--- config.mk ---
export PLATFORM = sky130hd
export DESIGN_NAME = reg_bus_arb
export DESIGN_NICKNAME = d
export VERILOG_FILES = /design/src/rtl/pwr_reg_pkg.sv /design/src/rtl/rr_arb2.sv /design/src/rtl/reg_bus_arb.sv
export SDC_FILE = /design/constraint.sdc
export NUM_CORES = 1
export LEC_CHECK = 0
export CAP_MARGIN = 0
export CELL_PAD_IN_SITES_DETAIL_PLACEMENT = 0
export CELL_PAD_IN_SITES_GLOBAL_PLACEMENT = 1
export CORE_UTILIZATION = 40
export DETAILED_ROUTE_END_ITERATION = 10
export DONT_BUFFER_PORTS = 1
export GPL_TIMING_DRIVEN = 0
export PLACE_DENSITY = 0.8
export SYNTH_ARGS = -nofsm -noshare
export SYNTH_HDL_FRONTEND = slang
export SYNTH_SLANG_ARGS = --single-unit
--- constraint.sdc ---
create_clock -name i_clk -period 2.75 [get_ports i_clk]
set_input_delay 0.6875 -clock i_clk [delete_from_list [all_inputs] [get_ports i_clk]]
set_output_delay 0.6875 -clock i_clk [all_outputs]
set_load 0.02 [all_outputs]
--- src/rtl/pwr_reg_pkg.sv ---
// Shared types and default widths for the register-bus arbiter slice.
package pwr_reg_pkg;

   localparam int DEF_DW = 8;
   localparam int DEF_AW = 8;

   typedef enum logic [1:0] {
      IDLE = 2'd0,
      ACC  = 2'd1,
      RSP  = 2'd2
   } state_e;

endpackage

--- src/rtl/rr_arb2.sv ---
// Two-way round-robin grant. The pointer remembers which requester was served last,
// and it only moves when the top actually accepts the granted request.
module rr_arb2 (
   input  logic       i_clk,
   input  logic       i_rst_n,
   input  logic [1:0] i_req,
   input  logic       i_accept,
   output logic [1:0] o_gnt
);

   logic last_q; // 1 = requester 1 was served last

   always_comb begin
      // NOTE: o_gnt gets a default before any branch, so every path assigns it and no latch is inferred.
      o_gnt = i_req;
      if (i_req == 2'b11) begin
         o_gnt = last_q ? 2'b01 : 2'b10;
      end
   end

   always_ff @(posedge i_clk or negedge i_rst_n) begin
      if (!i_rst_n) begin
         last_q <= 1'b1;
      end else if (i_accept && (o_gnt != 2'b00)) begin
         last_q <= o_gnt[1];
      end
   end

endmodule

--- src/rtl/reg_bus_arb.sv ---
// Arbitrates the SPI slave and the test engine onto one register bus.
// Each access runs IDLE -> ACC -> RSP; an illegal access skips ACC and never touches the bus.
module reg_bus_arb
   import pwr_reg_pkg::*;
#(
   parameter int DW = DEF_DW,
   parameter int AW = DEF_AW
) (
   input  logic          i_clk,
   input  logic          i_rst_n,
   input  logic          i_req0_vld,
   output logic          o_req0_rdy,
   input  logic          i_req0_wr,
   input  logic [AW-1:0] i_req0_addr,
   input  logic [DW-1:0] i_req0_wdata,
   output logic          o_rsp0_vld,
   output logic [DW-1:0] o_rsp0_rdata,
   output logic          o_rsp0_err,
   input  logic          i_req1_vld,
   output logic          o_req1_rdy,
   input  logic          i_req1_wr,
   input  logic [AW-1:0] i_req1_addr,
   input  logic [DW-1:0] i_req1_wdata,
   output logic          o_rsp1_vld,
   output logic [DW-1:0] o_rsp1_rdata,
   output logic          o_rsp1_err,
   output logic          o_wen,
   output logic          o_ren,
   output logic [AW-1:0] o_addr,
   output logic [DW-1:0] o_wdata,
   input  logic [DW-1:0] i_rdata,
   input  logic          i_test_mode_status,
   input  logic          i_cfg_mode_status
);

   state_e        state;
   logic [1:0]    gnt;
   logic          idle;
   logic          hs;
   logic          illegal;
   logic          sel_wr;
   logic [AW-1:0] sel_addr;
   logic [DW-1:0] sel_wdata;

   logic          wr_q;
   logic          id_q;
   logic          err_q;
   logic [AW-1:0] addr_q;
   logic [DW-1:0] wdata_q;
   logic [DW-1:0] rdata_q;

   rr_arb2 u_arb (
      .i_clk    (i_clk),
      .i_rst_n  (i_rst_n),
      .i_req    ({i_req1_vld, i_req0_vld}),
      .i_accept (hs),
      .o_gnt    (gnt)
   );

   assign idle      = (state == IDLE);
   assign hs        = idle && (gnt != 2'b00);
   assign sel_wr    = gnt[1] ? i_req1_wr    : i_req0_wr;
   assign sel_addr  = gnt[1] ? i_req1_addr  : i_req0_addr;
   assign sel_wdata = gnt[1] ? i_req1_wdata : i_req0_wdata;
   // The test engine may only run in test mode; anything needs at least one mode active.
   assign illegal   = (!i_test_mode_status && !i_cfg_mode_status) ||
                      (gnt[1] && !i_test_mode_status);

   // Ready is gated by reset so every output reads 0 while reset is held.
   assign o_req0_rdy = i_rst_n && idle && gnt[0];
   assign o_req1_rdy = i_rst_n && idle && gnt[1];

   always_ff @(posedge i_clk or negedge i_rst_n) begin
      if (!i_rst_n) begin
         state   <= IDLE;
         // NOTE: the captured payload is reset too, so an aborted access leaves nothing stale behind.
         wr_q    <= 1'b0;
         id_q    <= 1'b0;
         err_q   <= 1'b0;
         addr_q  <= '0;
         wdata_q <= '0;
         rdata_q <= '0;
      end else begin
         // NOTE: sequential state uses non-blocking assignments only, so every register samples pre-edge values.
         case (state)
            IDLE: begin
               if (hs) begin
                  wr_q    <= sel_wr;
                  id_q    <= gnt[1];
                  err_q   <= illegal;
                  addr_q  <= sel_addr;
                  wdata_q <= sel_wdata;
                  rdata_q <= '0;
                  state   <= illegal ? RSP : ACC;
               end
            end
            ACC: begin
               rdata_q <= wr_q ? '0 : i_rdata;
               state   <= RSP;
            end
            RSP:     state <= IDLE;
            default: state <= IDLE;
         endcase
      end
   end

   assign o_wen   = (state == ACC) &&  wr_q;
   assign o_ren   = (state == ACC) && !wr_q;
   assign o_addr  = (state == ACC) ? addr_q  : '0;
   assign o_wdata = (state == ACC) ? wdata_q : '0;

   assign o_rsp0_vld   = (state == RSP) && !id_q;
   assign o_rsp1_vld   = (state == RSP) &&  id_q;
   assign o_rsp0_rdata = o_rsp0_vld ? rdata_q : '0;
   assign o_rsp1_rdata = o_rsp1_vld ? rdata_q : '0;
   assign o_rsp0_err   = o_rsp0_vld && err_q;
   assign o_rsp1_err   = o_rsp1_vld && err_q;

endmodule

==> metrics.txt <==
core area=4029 um2; total count of hold-check failures in the final report=0; average cell area after synthesis=12.39 um2; endpoint kind of the worst setup timing path=primary output; H-Tree Level Count=2; highest-utilization routing layer at the global route stage=met2; crit path launch type=register; total routing resource utilization after global routing=0.1588; pin count of the biggest net entering global routing=33; worst-path cell with the longest stage delay=nor3b_2; P per Cell Area=926.8 nW/um2; final estimated routing congestion in global placement=0.6491; Worst-path clk slew=0.06 ns; dpl hpwl=2410 um; final cell area excluding filler cells=1839 um2; via count of the routed design=1054; starting utilization of the core area=0.4183; DIE WIDTH=66.91 um; WHS=0.09768 ns; ratio of routed vias to standard cells=5.433; warning count from the yosys run=0; cell type contributing the most total cell area after synthesis=dfrtp_1; Area growth, synth to finish=9.131%; clock tree from TritonCTS=yes; die span in y=66.91 um; share of post-route cells with drive strength above 1=0.3819; worst slew pin tran=0.7720 ns; count of distinct cell types in the synthesized netlist=25; drt pass-1 iters=4; antenna violations before repair=0; cells traversed along the worst timing path=nor3b_2 -> and2_1; Root Buffer=clkbuf_8; total of flip-flops plus latches after synthesis=30; total negative slack for setup checks=0 ns; fmax=410.5 MHz; cell area after synthesis=1685 um2; Post-DP Area=1748 um2; R2R setup slack=1.27 ns; Critical R2R Launch=state[1]; total I/O pin count=88; met1 Resource Use GR=0.1670; maximum resistive drop on vdd=0.3600 mV; class of the most critical hold timing path=in2async; sum of overflow across all layers after global routing=0; final period utilization=0.8859; post-cts repair resize count=0; count of maximum capacitance violations=0; clock network latency to the later pin of the worst-skew pair=0.28 ns; Inserted Clock Buffers=5; Pins Over Slew Limit=0; end point of the critical path=o_rsp0_rdata[6]; critical path class=reg2out; slew margin rel.=0.4830; clock period minus final worst setup slack=2.436 ns; GRT met3 Usage=0.04795; count of buffers inserted at the top-level ports=0; leakage=0.0008458 uW; Req. time, crit path=2.06 ns; row count=23; result of the run=completed; remaining antenna violation count=0; final-report setup violation count=0; share of the synthesized area in the top cell type=0.4306; Crit Reg-Reg Endpoint=rdata_q[6]; net count after synthesis=184; drt drc=0; area of the die=4477 um2; wire length of the first global-routing pass=4988 um; Worst Skew=0.004220 ns; average detailed-routed wire length per instance=16.71 um; count of clock tree sinks=30; global-route track usage on met2=0.2753; post-detailed-routing wire length=3241 um; Starting DRT DRC Count=38; post-synthesis sequential area ratio=0.4462; Critical Path Source=state[0]; number of global-route vias before repair=1096; setup repair after global routing missed its margin=no; Worst EP arrival=1.75 ns; leading post-synthesis cells by cell area=dfrtp_1, mux2_4, and2_1; depth of the worst register-to-register path=4; Max Fanout on Critical Path=10; buffer depth of the longest clock path=2; buffers inserted during post-CTS setup optimization=0; delay of the slowest critical-path stage=0.68 ns; hold buffer count at cts=0; instance count of the mapped netlist=136; number of inserted diodes=0; Nets=191
==> registers in the layout, indices dropped and copies added, names as in the netlist <==
name / cells
u_arb.last_q: 1
rdata_q: 8
wdata_q: 8
state: 2
err_q: 1
wr_q: 1
id_q: 1
addr_q: 8
==> synthesized netlist by cell type <==
cell type,number
nor3b_2,1
a21boi_2,1
o21ba_2,2
o21ai_1,1
and3_1,1
a31oi_1,1
and3b_1,1
and2b_1,1
inv_1,2
nor3_1,1
buf_6,2
and2_1,35
a21oi_1,2
mux2_2,18
mux2_4,17
dfrtp_1,29
a22o_1,9
or2_2,1
nor2b_1,1
nor2_1,1
clkbuf_1,2
dfstp_2,1
nor2_2,1
buf_2,4
nand3_1,1
==> where the power goes <==
part,switching (uW),internal (uW),total (uW)
logic,316,298,615
registers,101,629,730
clock network,159,201,360
total,576,1130,1700
==> cell type report <==
cell class              count  area, um2
flip-flops and latches     30      752.0
inverters                   2      7.507
multi-input cells          96      875.8
clock inverters             1      5.005
plain buffers               8      50.05
well taps                  50      62.56
fillers                   372       2190
clock buffers               7      86.33
==> stage by stage <==
stage	utilization	worst slack, ns	std cells	total power [uW]
detailed placement	0.4339	0.6170	186	1361
finish	0.4565	0.3138	194	1705
global route	0.4565	0.1425	194	1821
global placement	0.4339	0.6635	186	1328
floorplan	-	0.7516	136	1250
CTS	0.4565	0.3018	194	1731
==> cells by family after synthesis <==
logic type | count (synthesis) | share of synthesized area
flip-flops | 30 | 0.4462
AND/OR/NAND/NOR | 45 | 0.1700
AO/OA/AOI/OAI | 16 | 0.07795
buffers and inverters | 10 | 0.03415
multiplexers | 35 | 0.2717
==> layer usage <==
layer	up-vias	share of wire	routed length (um)
met5	-	0	0
met4	0	0.020	66
met3	7	0.063	205
met2	63	0.50	1610
met1	501	0.42	1358
li1	483	-	-
==> worst min path at each step <==
stage	start	to	slack (ns)	depth (start not counted)
final	i_rst_n	rdata_q[5]	0.1	0
after global routing	i_rst_n	rdata_q[4]	0.08	0
after CTS	i_rst_n	addr_q[7]	0.08	0
after detailed placement	i_rst_n	rdata_q[5]	0.39	0
after global placement	i_rst_n	rdata_q[4]	0.39	0
after floorplan	i_rst_n	addr_q[0]	0.39	0
==> worst max-delay path: cells and delay by family, from the launching register on <==
kind | cells | cell delay (ns)
simple gates | 2 | 1.03
flops | 1 | 0.44
==> placed cells by master, fill, tap and decap left out, drive strengths merged <==
cell    count
nand3       1
dfrtp      29
o21ba       2
nor2b       1
inv         2
nor3b       1
o21ai       1
a22o        9
and3b       1
a21oi       2
or2         1
and2b       1
a21boi      1
and3        1
dfstp       1
clkbuf      9
a31oi       1
buf         6
mux2       35
nor2        2
and2       35
clkinv      1
nor3        1
(Power assumes the default switching activity.)
